[src/rtl/lock_pkg.sv]
// Shared types and defaults for the door lock sequencer.
// Provides the state encoding seen on state_o, default
// cycle counts and a small max helper for timer sizing.
package lock_pkg;

    typedef enum logic [1:0] {
        LOCKED    = 2'd0,
        UNLOCKING = 2'd1,
        UNLOCKED  = 2'd2,
        LOCKING   = 2'd3
    } lock_state_t;

    // 500 ms settle and 5 s relock at 50 MHz.
    localparam int unsigned SETTLE_DEFAULT = 25_000_000;
    localparam int unsigned RELOCK_DEFAULT = 250_000_000;

    function automatic int unsigned max_u(
        input int unsigned a,
        input int unsigned b
    );
        return (a > b) ? a : b;
    endfunction

endpackage

[src/rtl/cycle_timer.sv]
// Loadable down-counter shared by the settle and relock phases.
// Ports: clk, reset (sync, active-high), load/load_val, en, expired.
module cycle_timer #(
    parameter int unsigned W = 8
) (
    input  logic         clk,
    input  logic         reset,
    input  logic         load,
    input  logic [W-1:0] load_val,
    input  logic         en,
    output logic         expired
);

    logic [W-1:0] count_q;
    logic [W-1:0] count_d;

    always_comb begin
        count_d = count_q;
        if (load) begin
            count_d = load_val;
        end else if (en && (count_q != '0)) begin
            count_d = count_q - 1'b1;
        end
    end

    always_ff @(posedge clk) begin
        if (reset) begin
            count_q <= '0;
        end else begin
            count_q <= count_d;
        end
    end

    // A load of N-1 gives exactly N cycles before expiry is acted on.
    assign expired = (count_q == '0);

endmodule

[src/rtl/lock_sequencer.sv]
// Door lock sequencer: lock/unlock commands, settle window, auto-relock.
// Ports: clk, reset, unlock_req, lock_req, door_closed -> locked, busy,
// done, err (pulses) and state_o (display encoding).
module lock_sequencer
    import lock_pkg::*;
#(
    parameter int unsigned SETTLE_CYCLES = SETTLE_DEFAULT,
    parameter int unsigned RELOCK_CYCLES = RELOCK_DEFAULT,
    parameter bit          AUTO_RELOCK   = 1'b1
) (
    input  logic       clk,
    input  logic       reset,
    input  logic       unlock_req,
    input  logic       lock_req,
    input  logic       door_closed,
    output logic       locked,
    output logic       busy,
    output logic       done,
    output logic       err,
    output logic [1:0] state_o
);

    localparam int unsigned TMAX =
        max_u(SETTLE_CYCLES, RELOCK_CYCLES);
    localparam int unsigned TW = $clog2(TMAX + 1);

    localparam logic [TW-1:0] SETTLE_LD = TW'(SETTLE_CYCLES - 1);
    localparam logic [TW-1:0] RELOCK_LD = TW'(RELOCK_CYCLES - 1);

    lock_state_t   state_q;
    lock_state_t   state_d;
    logic          locked_q;
    logic          busy_q;
    logic          done_q;
    logic          done_d;
    logic          err_q;
    logic          err_d;

    logic          tmr_load;
    logic [TW-1:0] tmr_val;
    logic          tmr_en;
    logic          tmr_exp;

    logic          both;
    logic          any_req;
    logic          lock_only;
    logic          unlock_only;

    assign both        = lock_req & unlock_req;
    assign any_req     = lock_req | unlock_req;
    assign lock_only   = lock_req & ~unlock_req;
    assign unlock_only = unlock_req & ~lock_req;

    cycle_timer #(
        .W (TW)
    ) u_timer (
        .clk      (clk),
        .reset    (reset),
        .load     (tmr_load),
        .load_val (tmr_val),
        .en       (tmr_en),
        .expired  (tmr_exp)
    );

    always_comb begin
        state_d  = state_q;
        done_d   = 1'b0;
        err_d    = 1'b0;
        tmr_load = 1'b0;
        tmr_val  = SETTLE_LD;
        tmr_en   = 1'b0;
        unique case (state_q)
            LOCKED: begin
                if (both) begin
                    err_d = 1'b1;
                end else if (unlock_req) begin
                    state_d  = UNLOCKING;
                    tmr_load = 1'b1;
                end
            end
            UNLOCKING: begin
                tmr_en = 1'b1;
                err_d  = any_req;
                if (tmr_exp) begin
                    state_d  = UNLOCKED;
                    done_d   = 1'b1;
                    tmr_load = 1'b1;
                    tmr_val  = RELOCK_LD;
                end
            end
            UNLOCKED: begin
                // Relock time only accrues with the door shut.
                tmr_en = AUTO_RELOCK && door_closed;
                err_d  = both;
                tmr_val = RELOCK_LD;
                if (lock_only && door_closed) begin
                    state_d  = LOCKING;
                    tmr_load = 1'b1;
                    tmr_val  = SETTLE_LD;
                end else if (lock_only) begin
                    err_d    = 1'b1;
                    tmr_load = 1'b1;
                end else if (unlock_only) begin
                    tmr_load = 1'b1;
                end else if (!door_closed) begin
                    tmr_load = 1'b1;
                end else if (AUTO_RELOCK && tmr_exp) begin
                    state_d  = LOCKING;
                    tmr_load = 1'b1;
                    tmr_val  = SETTLE_LD;
                end
            end
            LOCKING: begin
                tmr_en = 1'b1;
                err_d  = any_req;
                // Door opening mid-travel wins over settle expiry.
                if (!door_closed) begin
                    state_d  = UNLOCKING;
                    err_d    = 1'b1;
                    tmr_load = 1'b1;
                end else if (tmr_exp) begin
                    state_d = LOCKED;
                    done_d  = 1'b1;
                end
            end
        endcase
    end

    always_ff @(posedge clk) begin
        if (reset) begin
            state_q  <= LOCKED;
            locked_q <= 1'b1;
            busy_q   <= 1'b0;
            done_q   <= 1'b0;
            err_q    <= 1'b0;
        end else begin
            state_q  <= state_d;
            locked_q <= (state_d == LOCKED) ||
                        (state_d == LOCKING);
            busy_q   <= (state_d == UNLOCKING) ||
                        (state_d == LOCKING);
            done_q   <= done_d;
            err_q    <= err_d;
        end
    end

    assign locked  = locked_q;
    assign busy    = busy_q;
    assign done    = done_q;
    assign err     = err_q;
    assign state_o = state_q;

endmodule

[config.mk]
export PLATFORM = sky130hd
export DESIGN_NAME = lock_sequencer
export DESIGN_NICKNAME = d
export VERILOG_FILES = /design/src/rtl/lock_pkg.sv /design/src/rtl/cycle_timer.sv /design/src/rtl/lock_sequencer.sv
export SDC_FILE = /design/constraint.sdc
export NUM_CORES = 1
export LEC_CHECK = 0
export BUFFER_PORTS_ARGS = -buffer_cell sky130_fd_sc_hd__buf_4
export CAP_MARGIN = 20
export CORE_UTILIZATION = 54
export CTS_CLUSTER_DIAMETER = 60
export DETAILED_ROUTE_END_ITERATION = 8
export PLACE_DENSITY = 0.73
export SLEW_MARGIN = 20
export SYNTH_ARGS = -nofsm -noshare
export SYNTH_HDL_FRONTEND = slang
export SYNTH_SLANG_ARGS = --single-unit
export TNS_END_PERCENT = 20
[constraint.sdc]
create_clock -name clk -period 2.29 [get_ports clk]
set_input_delay 0.458 -clock clk [delete_from_list [all_inputs] [get_ports clk]]
set_output_delay 0.458 -clock clk [all_outputs]
set_load 0.05 [all_outputs]
==> reports/results.ini, run 1 <==
[critical_path]
critical_path.endpoint_type = flop
crit_path_from = u_timer.count_q[19]$_SDFFE_PP0P_
cp_data_required_time_ns = 2.53
crit_type = flop to flop
timing.rr.end = u_timer.count_q[10]$_SDFFE_PP0P_
r2r_start = u_timer.count_q[19]$_SDFFE_PP0P_
worst-endpoint-arrival_ns = 2.62
reg2reg_setup_slack_ns = -0.09
critical_path.max_fanout = 4
startpoint_type_of_the_worst_setup_path = flop
count_of_cells_along_the_worst_register_to_register_path = 8

[clocking]
tritoncts_clock_tree = yes
ctsLongestPathBuffers = 2
cts_made_buffers = 5
cts_sinks = 33
clk_pin_slew_worst_paths_ns = 0.10
cts_htree_levels = 2
cts_root_buf = sky130_fd_sc_hd__clkbuf_4
clk_latency_ns = 0.34

[routing]
route.detailed.drc = 0
first_pass_iters = 4
wire_per_inst_um = 15.7
ant_nets = 0
totalWireLength_um = 5240
routed_via_density = 5.94
vias = 1978
detailedRoute.firstIterationViolations = 127

[synthesis]
seq_area_frac_synth = 0.347
synthDominantCellAreaShare = 0.347
synth_area_um2 = 1910
synthMuxAreaShare = 0.0105
synth_ff_type = sky130_fd_sc_hd__dfxtp_1
synth_cell_types = 50
postSynthAreaPerCell_um2 = 8.36
synth_enable_flop_cells = 0
synth.top_cells.by_area = sky130_fd_sc_hd__dfxtp_1 35%, sky130_fd_sc_hd__xnor2_1 9.2%, sky130_fd_sc_hd__a21oi_1 5.3%
synth-compound-area-share = 0.183
netlist_instances = 228
area_share_of_xor_xnor_cells_in_the_synthesized_design = 0.115
dominant_combinational_cell_family_by_area_after_synthesis = simple AND/OR/NAND/NOR gates
asyncSetResetFlopFracSynth = 0
synth_fp_nets = 238
yosys.area_share.simple = 0.270
synthDominantAreaCellType = sky130_fd_sc_hd__dfxtp_1
synth.yosys.warnings = 0
synth.ff_latch_count = 33
synth_fa_ha_area_frac = 0.0328

[global_routing]
grt_use_total = 0.307
met2_layer_usage_reported_by_global_route = 0.500
globalRouteMet3Util = 0.113
first_global_vias = 1921
grt_overflow = 0
grt_first_pass_wirelength_um = 8450
met1_demand_to_capacity_share_in_global_routing = 0.378
grt_max_degree = 21
gr-max-usage-layer = met2
antenna_found_initial = 0

[timing]
setup_ws_ns = -0.0927
report.final.setup_viol = 19
worst_hold_slack_ns = 0.404
slew_headroom = 0.612
clock.fmax_mhz = 420
worst_clock_skew_ns = 0.00733
maxSlewViolCount = 0
rsz0062_at_grt = true
setup_tns_after_final_layout_ns = -0.783
finalHoldViolations = 0
post-route-period-util = 1.04
timing.final.crit_period_ns = 2.38
tightestPinTransition_ns = 0.581

[power_and_ir_drop]
pwr-share-seq = 0.321
vdd_ir_drop_max_v = 0.000492
comb_power_share = 0.470
power_density_nw_per_um2 = 851
share_clk_of_total_power = 0.209
total_leakage_power_nw = 1.01
netSwitchingPower_uw = 802
totalPowerFinal_mw = 2.19
internal-power_mw = 1.39
power.switching_fraction = 0.366

[floorplan]
vertical_die_dimension_um = 61.4
row_count = 21
die_area_um2 = 3770
floorplan.initialDensity = 0.567
num_io_pins = 11
chip_width_um = 61.4
core_um2 = 3360

[worst_hold_path]
worst_hold_path.num_cells = 2
timing.hold.worst.start = reset
hold_class = input port to flop
min_delay_worst_endpoint = u_timer.count_q[21]$_SDFFE_PP0P_

[cells_and_area]
drive_above_1_share = 0.307
area.growth.synth_to_final_pct = 35.1
layout.nets = 296
filler_cell_count = 259
final_core_util = 0.766
antenna_cells_inserted = 0

[place]
numPortBuffers = 10
routability_congestion = 0.981
dp_hpwl_um = 3670

[flow_run]
maxCapViolations = 0

[run_status]
failed_checks = setup timing
status = finished, violations left

==> cell usage in the layout (no fill, tap or decap), types with 2 or more instances in the layout <==
cell / instances
sky130_fd_sc_hd__mux2i_1: 2
sky130_fd_sc_hd__o21ai_0: 9
sky130_fd_sc_hd__nor4_1: 12
sky130_fd_sc_hd__buf_4: 55
sky130_fd_sc_hd__ha_1: 5
sky130_fd_sc_hd__nor2b_1: 4
sky130_fd_sc_hd__dfxtp_2: 4
sky130_fd_sc_hd__a31oi_1: 2
sky130_fd_sc_hd__xor2_1: 5
sky130_fd_sc_hd__or4_4: 3
sky130_fd_sc_hd__nor2_1: 16
sky130_fd_sc_hd__nand2_1: 15
sky130_fd_sc_hd__nor3_1: 6
sky130_fd_sc_hd__o21ai_1: 3
sky130_fd_sc_hd__buf_6: 3
sky130_fd_sc_hd__nor4_2: 3
sky130_fd_sc_hd__a22oi_1: 2
sky130_fd_sc_hd__o211ai_1: 2
sky130_fd_sc_hd__dfxtp_1: 29
sky130_fd_sc_hd__or3_1: 6
sky130_fd_sc_hd__xnor2_1: 20
sky130_fd_sc_hd__clkbuf_4: 5
sky130_fd_sc_hd__nand2b_1: 2
sky130_fd_sc_hd__a21oi_1: 20
sky130_fd_sc_hd__inv_1: 11
sky130_fd_sc_hd__nand3_1: 4
sky130_fd_sc_hd__or4_1: 3
sky130_fd_sc_hd__nand4_1: 3
==> per-stage QoR <==
step | instance area (um^2) | std cells | setup slack, ns
after floorplan | 1910 | 228 | 0.0141
after global placement | 2370 | 323 | -0.0983
after detailed placement | 2370 | 323 | -0.143
after CTS | 2490 | 331 | -0.0539
after global routing | 2570 | 333 | -0.155
final | 2570 | 333 | -0.0927
==> cell type report <==
cell class / count / area (um^2) / share of cell area
Multi-Input combinational cell: 176 / 1260 / 0.489
Sequential cell: 33 / 666 / 0.259
Timing Repair Buffer: 59 / 467 / 0.181
Tap cell: 46 / 57.6 / 0.0224
Clock buffer: 7 / 55.1 / 0.0214
Inverter: 11 / 41.3 / 0.0160
Clock inverter: 1 / 30.0 / 0.0117
==> cells in the mapped netlist (all sizes together), types with 3 or more instances <==
cell type  count
dfxtp         33
a21oi         20
xnor2         20
nand2         16
nor2          16
nor4          16
o21ai         13
inv           11
or3            7
nor3           6
or4            6
buf            5
ha             5
xor2           5
nand3          4
nor2b          4
a31oi          3
clkbuf         3
nand4          3
nor4b          3
==> flip-flops by register name (all words and copies together) (netlist names) <==
signal           flops
u_timer.count_q     28
state_o              2
done                 1
err                  1
locked               1
==> power by group through the flow <==
stage	clock [mW]	sequential, mW	combinational, mW
CTS	0.470	0.701	0.958
detailed placement	0	0.711	0.902
finish	0.458	0.703	1.03
global placement	0	0.709	0.889
floorplan	0	0.751	0.480
global route	0.496	0.712	1.11
==> cell families after synthesis <==
group           Yosys count
flops                    33
xor+xnor                 25
buf+inv                  19
fa+ha+maj                 5
compound gates           55
mux                       2
simple gates             89
==> worst max-delay path, cell delays in order (launching register included) <==
cell and delay, ns:
sky130_fd_sc_hd__dfxtp_2 0.33, sky130_fd_sc_hd__or4_4 0.57, sky130_fd_sc_hd__or4b_4 0.61, sky130_fd_sc_hd__buf_6 0.15, sky130_fd_sc_hd__o211ai_1 0.16, sky130_fd_sc_hd__buf_4 0.17
sky130_fd_sc_hd__nor4b_1 0.07, sky130_fd_sc_hd__xnor2_1 0.17, sky130_fd_sc_hd__nor2_1 0.05
==> worst max path at each step <==
stage / slack, ns / to
after detailed placement: -0.14 / u_timer.count_q[26]$_SDFFE_PP0P_
after global placement: -0.1 / u_timer.count_q[14]$_SDFFE_PP0P_
after global routing: -0.15 / u_timer.count_q[20]$_SDFFE_PP0P_
after CTS: -0.05 / u_timer.count_q[10]$_SDFFE_PP0P_
after floorplan: 0.01 / u_timer.count_q[27]$_SDFFE_PP0P_
final: -0.09 / u_timer.count_q[10]$_SDFFE_PP0P_
==> per-layer routing <==
layer  vias to the layer above  share of wire  routed length (um)
met5                         -              0                   0
met4                         0          0.018                  93
met3                        16          0.091                 477
met2                        86           0.48                2530
met1                       917           0.41                2130
li1                        959              -                   -
==> timing repair <==
item                       4_1_cts  5_1_grt
pin swaps                        1        7
gates cloned                     0        1
setup endpoints to repair       20       29
gates resized for setup          9       16
hold buffers                     0        0
setup buffers                    0        1
Power figures use the tool's default switching activity.
==> run 2, diff against run 1 <==
--- a/config.mk
+++ b/config.mk
@@ -11,6 +11,7 @@
 export CTS_CLUSTER_DIAMETER = 60
 export DETAILED_ROUTE_END_ITERATION = 8
 export PLACE_DENSITY = 0.73
+export SETUP_SLACK_MARGIN = 0.15
 export SLEW_MARGIN = 20
 export SYNTH_ARGS = -nofsm -noshare
 export SYNTH_HDL_FRONTEND = slang
==> run 2 against run 1 <==
- sequential power grew 0.7%
- clock skew is 0.0037 ns higher
- non-clock buffer count fell by 8
- combinational power hardly changed
- largest cell class unchanged
- the run still ends with setup timing left
- hold slack got worse by 0.0015 ns
==> reports/results.ini, run 2 (synthesis gave the netlist of run 1 again) <==
[run_status]
status = finished, violations left  ; unchanged
failed_checks = setup timing  ; unchanged

[floorplan]
chip_width_um = 61.4  ; unchanged
num_io_pins = 11  ; unchanged
die_area_um2 = 3770  ; unchanged
vertical_die_dimension_um = 61.4  ; unchanged
row_count = 21  ; unchanged
floorplan.initialDensity = 0.567  ; unchanged
core_um2 = 3360  ; unchanged

[clocking]
cts_made_buffers = 5  ; unchanged
cts_root_buf = sky130_fd_sc_hd__clkbuf_4  ; unchanged
tritoncts_clock_tree = yes  ; unchanged
cts_sinks = 33  ; unchanged
cts_htree_levels = 2  ; unchanged
clk_latency_ns = 0.35  ; was 0.34 ns
holdBufCountCts = 0  ; unchanged
ctsLongestPathBuffers = 2  ; unchanged
clk_pin_slew_worst_paths_ns = 0.11  ; was 0.10 ns

[timing]
worst_hold_slack_ns = 0.403  ; was 0.404 ns
report.final.setup_viol = 20  ; was 19
post-route-period-util = 1.03  ; was 1.04
slew_headroom = 0.688  ; was 0.612
maxSlewViolCount = 0  ; unchanged
finalHoldViolations = 0  ; unchanged
tightestPinTransition_ns = 0.463  ; was 0.581 ns
worst_clock_skew_ns = 0.0110  ; was 0.00733 ns
clock.fmax_mhz = 423  ; was 420 MHz
rsz0062_at_grt = true  ; unchanged
setup_ws_ns = -0.0737  ; was -0.0927 ns
timing.final.crit_period_ns = 2.36  ; was 2.38 ns
setup_tns_after_final_layout_ns = -0.750  ; was -0.783 ns

[place]
pre_cts_ws_ns = -0.0265  ; was -0.143 ns
dp_hpwl_um = 3600  ; was 3670 um
post-place-cells = 316  ; was 323
placement.cell_area_um2 = 2380  ; was 2370 um^2
numPortBuffers = 10  ; unchanged
routability_congestion = 0.927  ; was 0.981

[cells_and_area]
finalNonFillerCells = 325  ; was 333
final_core_util = 0.760  ; was 0.766
filler_cell_count = 266  ; was 259
final_area_um2 = 2560  ; was 2570 um^2
antenna_cells_inserted = 0  ; unchanged
drive_above_1_share = 0.305  ; was 0.307
area.sequential_um2 = 664  ; was 666 um^2
largest_register_ff_count = 28  ; unchanged
layout_common_cells = 48 x sky130_fd_sc_hd__buf_4, 30 x sky130_fd_sc_hd__dfxtp_1, 20 x sky130_fd_sc_hd__xnor2_1, 18 x sky130_fd_sc_hd__a21oi_1  ; was 55 x sky130_fd_sc_hd__buf_4, 29 x sky130_fd_sc_hd__dfxtp_1, 20 x sky130_fd_sc_hd__a21oi_1, 20 x sky130_fd_sc_hd__xnor2_1, 16 x sky130_fd_sc_hd__nor2_1
multi_input_comb_area_um2 = 1280  ; was 1260 um^2
mostFrequentLayoutCell = sky130_fd_sc_hd__buf_4  ; unchanged
register_with_the_highest_flop_count = u_timer.count_q  ; unchanged
area.growth.synth_to_final_pct = 34.2  ; was 35.1%
layout.nets = 288  ; was 296

[routing]
route.detailed.drc = 0  ; unchanged
detailedRoute.firstIterationViolations = 97  ; was 127
routed_via_density = 6.00  ; was 5.94
ant_nets = 0  ; unchanged
wire_per_inst_um = 15.6  ; was 15.7 um
vias = 1949  ; was 1978
totalWireLength_um = 5070  ; was 5240 um
first_pass_iters = 5  ; was 4

[global_routing]
grt_use_total = 0.299  ; was 0.307
grt_first_pass_wirelength_um = 8190  ; was 8450 um
grt_overflow = 0  ; unchanged
antenna_found_initial = 0  ; unchanged
grt_max_degree = 21  ; unchanged
first_global_vias = 1798  ; was 1921

[power_and_ir_drop]
totalPowerFinal_mw = 2.26  ; was 2.19 mW
total_leakage_power_nw = 0.986  ; was 1.01 nW
power_density_nw_per_um2 = 885  ; was 851 nW/um^2
vdd_ir_drop_max_v = 0.000464  ; was 0.000492 V

[critical_path]
worst-endpoint-arrival_ns = 2.61  ; was 2.62 ns
critical_path.endpoint_type = flop  ; unchanged
critical_path.max_fanout = 5  ; was 4
crit_path_top_delay_cell = sky130_fd_sc_hd__or4_4  ; was sky130_fd_sc_hd__or4b_4
startpoint_type_of_the_worst_setup_path = flop  ; unchanged
critical_path.max_stage_delay_ns = 0.58  ; was 0.61 ns
cp_cell_sequence = or4_4, or3_4, o41ai_1, a31oi_2, o211ai_1, buf_4, o21ai_1  ; was or4_4, or4b_4, buf_6, o211ai_1, buf_4, nor4b_1, xnor2_1, nor2_1
cp_data_required_time_ns = 2.54  ; was 2.53 ns
crit_type = flop to flop  ; unchanged

[worst_hold_path]
hold_class = input port to flop  ; unchanged

[flow_run]
maxCapViolations = 0  ; unchanged

[run 2: power breakdown]
group          switching [mW]  internal, mW  total (mW)  leakage [nW]
sequential             0.0575         0.651       0.708         0.272
combinational           0.543         0.460        1.00         0.660
clock                   0.213         0.338       0.551        0.0552
total                   0.814          1.45        2.26         0.986
[run 2: final cells by class]
type,instances,share of cell area
Clock buffer,5,0.0147
Clock inverter,3,0.0254
Inverter,11,0.0161
Multi-Input combinational cell,176,0.500
Sequential cell,33,0.260
Tap cell,46,0.0225
Timing Repair Buffer,51,0.161
[run 2: worst paths after layout]
kind / from / to / slack (ns) / cells after the start
worst max register to register: u_timer.count_q[23]$_SDFFE_PP0P_ / u_timer.count_q[17]$_SDFFE_PP0P_ / -0.07 / 7
worst min register to register: u_timer.count_q[18]$_SDFFE_PP0P_ / u_timer.count_q[18]$_SDFFE_PP0P_ / 0.59 / 2
worst min-delay path: reset / u_timer.count_q[5]$_SDFFE_PP0P_ / 0.40 / 2
worst max-delay path: u_timer.count_q[23]$_SDFFE_PP0P_ / u_timer.count_q[17]$_SDFFE_PP0P_ / -0.07 / 7
[run 2: routing by layer]
layer,part of all wire,global-route usage
met5,0,0
met4,0.024,0.121
met3,0.048,0.0714
met2,0.49,0.489
met1,0.44,0.381
[run 2: repair_timing]
item,CTS,global route
pin swaps,4,7
buffers inserted,0,1
endpoints found under the setup margin,31,31
gates resized for setup,3,16
hold endpoints to repair,0,0
[run 2: worst max-delay path: cells and delay by family (launching register included)]
family / cells / cell delay, ns
DFF: 1 / 0.33
AOI/OAI and AO/OA: 4 / 0.76
buffers and inverters: 1 / 0.17
and+or+nand+nor: 2 / 1.00
==> run 3, diff against run 2 <==
--- a/config.mk
+++ b/config.mk
@@ -12,6 +12,7 @@
 export DETAILED_ROUTE_END_ITERATION = 8
 export PLACE_DENSITY = 0.73
 export SETUP_SLACK_MARGIN = 0.15
+export SKIP_CTS_REPAIR_TIMING = 1
 export SLEW_MARGIN = 20
 export SYNTH_ARGS = -nofsm -noshare
 export SYNTH_HDL_FRONTEND = slang
==> run 3 against run 2 <==
- the run still ends with setup timing left
- via count decreased by 3.1%
- flip-flop and latch count unchanged
- wire length decreased by 1.5%
- hold slack got worse by 0.0046 ns
- first-iteration DRC count increased by 24%
- combinational power about the same
- sequential power about the same
- register-to-register slack about the same
- critical path type unchanged
- largest cell class unchanged
==> reports/results.ini, run 3 (synthesis gave the netlist of run 1 again) <==
[clocking]
cts_htree_levels = 2  ; unchanged
cts_made_buffers = 5  ; unchanged
ctsLongestPathBuffers = 2  ; unchanged
tritoncts_clock_tree = yes  ; unchanged
clk_latency_ns = 0.36  ; was 0.35 ns
cts_sinks = 33  ; unchanged
cts_root_buf = sky130_fd_sc_hd__clkbuf_4  ; unchanged
clk_pin_slew_worst_paths_ns = 0.12  ; was 0.11 ns

[critical_path]
cp_data_required_time_ns = 2.54  ; about the same
crit_type = flop to flop  ; unchanged
startpoint_type_of_the_worst_setup_path = flop  ; unchanged
critical_path.max_fanout = 5  ; unchanged
critical_path.endpoint_type = flop  ; unchanged
worst-endpoint-arrival_ns = 2.62  ; was 2.61 ns

[routing]
ant_nets = 0  ; unchanged
wire_per_inst_um = 15.4  ; was 15.6 um
route.detailed.drc = 0  ; unchanged
vias = 1888  ; was 1949
first_pass_iters = 5  ; unchanged
detailedRoute.firstIterationViolations = 120  ; was 97
totalWireLength_um = 5000  ; was 5070 um
routed_via_density = 5.83  ; was 6.00

[global_routing]
first_global_vias = 1788  ; was 1798
grt_first_pass_wirelength_um = 8100  ; was 8190 um
antenna_found_initial = 0  ; unchanged
grt_use_total = 0.296  ; was 0.299
grt_max_degree = 21  ; unchanged
grt_overflow = 0  ; unchanged

[power_and_ir_drop]
power_density_nw_per_um2 = 885  ; about the same
vdd_ir_drop_max_v = 0.000472  ; was 0.000464 V
share_clk_of_total_power = 0.247  ; was 0.244
comb_power_share = 0.436  ; was 0.443
total_leakage_power_nw = 0.984  ; was 0.986 nW
totalPowerFinal_mw = 2.24  ; was 2.26 mW
netSwitchingPower_uw = 796  ; was 814 uW
internal-power_mw = 1.44  ; was 1.45 mW
pwr-share-seq = 0.317  ; was 0.313
power.switching_fraction = 0.356  ; was 0.360

[timing]
clock.fmax_mhz = 422  ; was 423 MHz
worst_hold_slack_ns = 0.398  ; was 0.403 ns
worst_clock_skew_ns = 0.0143  ; was 0.0110 ns
setup_ws_ns = -0.0813  ; was -0.0737 ns
post-route-period-util = 1.04  ; was 1.03
maxSlewViolCount = 0  ; unchanged
finalHoldViolations = 0  ; unchanged
rsz0062_at_grt = true  ; unchanged
report.final.setup_viol = 17  ; was 20
slew_headroom = 0.708  ; was 0.688
tightestPinTransition_ns = 0.434  ; was 0.463 ns
timing.final.crit_period_ns = 2.37  ; was 2.36 ns

[place]
routability_congestion = 0.927  ; unchanged
placement.cell_area_um2 = 2380  ; unchanged
post-place-cells = 316  ; unchanged
dp_hpwl_um = 3600  ; unchanged
numPortBuffers = 10  ; unchanged

[floorplan]
num_io_pins = 11  ; unchanged
chip_width_um = 61.4  ; unchanged
die_area_um2 = 3770  ; unchanged
floorplan.initialDensity = 0.567  ; unchanged
row_count = 21  ; unchanged
core_um2 = 3360  ; unchanged
vertical_die_dimension_um = 61.4  ; unchanged

[cells_and_area]
multi_input_comb_area_um2 = 1250  ; was 1280 um^2
antenna_cells_inserted = 0  ; unchanged
finalNonFillerCells = 324  ; was 325
layout_common_cells = 47 x sky130_fd_sc_hd__buf_4, 30 x sky130_fd_sc_hd__dfxtp_1, 20 x sky130_fd_sc_hd__xnor2_1, 19 x sky130_fd_sc_hd__a21oi_1, 16 x sky130_fd_sc_hd__nor2_1  ; was 48 x sky130_fd_sc_hd__buf_4, 30 x sky130_fd_sc_hd__dfxtp_1, 20 x sky130_fd_sc_hd__xnor2_1, 18 x sky130_fd_sc_hd__a21oi_1
layout.nets = 287  ; was 288
drive_above_1_share = 0.288  ; was 0.305
register_with_the_highest_flop_count = u_timer.count_q  ; unchanged
filler_cell_count = 270  ; was 266
area.sequential_um2 = 664  ; unchanged
final_area_um2 = 2530  ; was 2560 um^2
mostFrequentLayoutCell = sky130_fd_sc_hd__buf_4  ; unchanged
area.growth.synth_to_final_pct = 32.6  ; was 34.2%
largest_register_ff_count = 28  ; unchanged
final_core_util = 0.751  ; was 0.760

[flow_run]
maxCapViolations = 0  ; unchanged

[run_status]
status = finished, violations left  ; unchanged
failed_checks = setup timing  ; unchanged

[worst_hold_path]
hold_class = input port to flop  ; unchanged

run 3: cell types whose count changed in the layout (fill, tap and decap cells not counted), sizes merged:
| cell | delta |
|---|---|
| buf | -1 |
run 3: power by group through the flow:
stage | clock network (mW) | registers [mW] | logic [mW]
4_1_cts | 0.559 | 0.705 | 0.934
2_1_floorplan | 0 | 0.756 | 0.536
6_report | 0.553 | 0.708 | 0.975
3_5_place_dp | 0 | 0.716 | 0.928
5_1_grt | 0.586 | 0.718 | 1.05
3_3_place_gp | 0 | 0.715 | 0.915
run 3: stage by stage:
stage | setup WS, ns | setup TNS (ns)
finish | -0.0813 | -0.775
global route | -0.202 | -2.56
CTS | -0.0456 | -0.298
detailed placement | -0.0265 | -0.0906
global placement | -0.0775 | -0.0878
floorplan | 0.0953 | 0
run 3: worst paths after layout:
| kind | start | slack [ns] | endpoint | cells after the start |
|---|---|---|---|---|
| min | reset | 0.40 | u_timer.count_q[5]$_SDFFE_PP0P_ | 2 |
| min reg2reg | u_timer.count_q[24]$_SDFFE_PP0P_ | 0.60 | u_timer.count_q[24]$_SDFFE_PP0P_ | 2 |
| max | u_timer.count_q[26]$_SDFFE_PP0P_ | -0.08 | u_timer.count_q[17]$_SDFFE_PP0P_ | 7 |
| max reg2reg | u_timer.count_q[26]$_SDFFE_PP0P_ | -0.08 | u_timer.count_q[17]$_SDFFE_PP0P_ | 7 |
run 3: layout make-up:
class / instances / area share
Clock buffer: 5 / 0.0149
Clock inverter: 3 / 0.0258
Inverter: 11 / 0.0163
Multi-Input combinational cell: 176 / 0.494
Sequential cell: 33 / 0.263
Tap cell: 46 / 0.0228
Timing Repair Buffer: 50 / 0.163
run 3: critical path: stages (launching register included):
cell,delay (ns)
sky130_fd_sc_hd__dfxtp_1,0.32
sky130_fd_sc_hd__or4_4,0.58
sky130_fd_sc_hd__or3_4,0.42
sky130_fd_sc_hd__o41ai_1,0.36
sky130_fd_sc_hd__a31oi_2,0.15
sky130_fd_sc_hd__o211ai_1,0.21
sky130_fd_sc_hd__buf_4,0.17
sky130_fd_sc_hd__o21ai_1,0.06
run 3: metal layers:
layer	track usage	vias to the layer above	routed length, um
met2	0.478	47	2310
met5	0	-	0
met3	0.0693	14	221
met4	0.124	0	123
met1	0.381	885	2340
li1	-	942	-
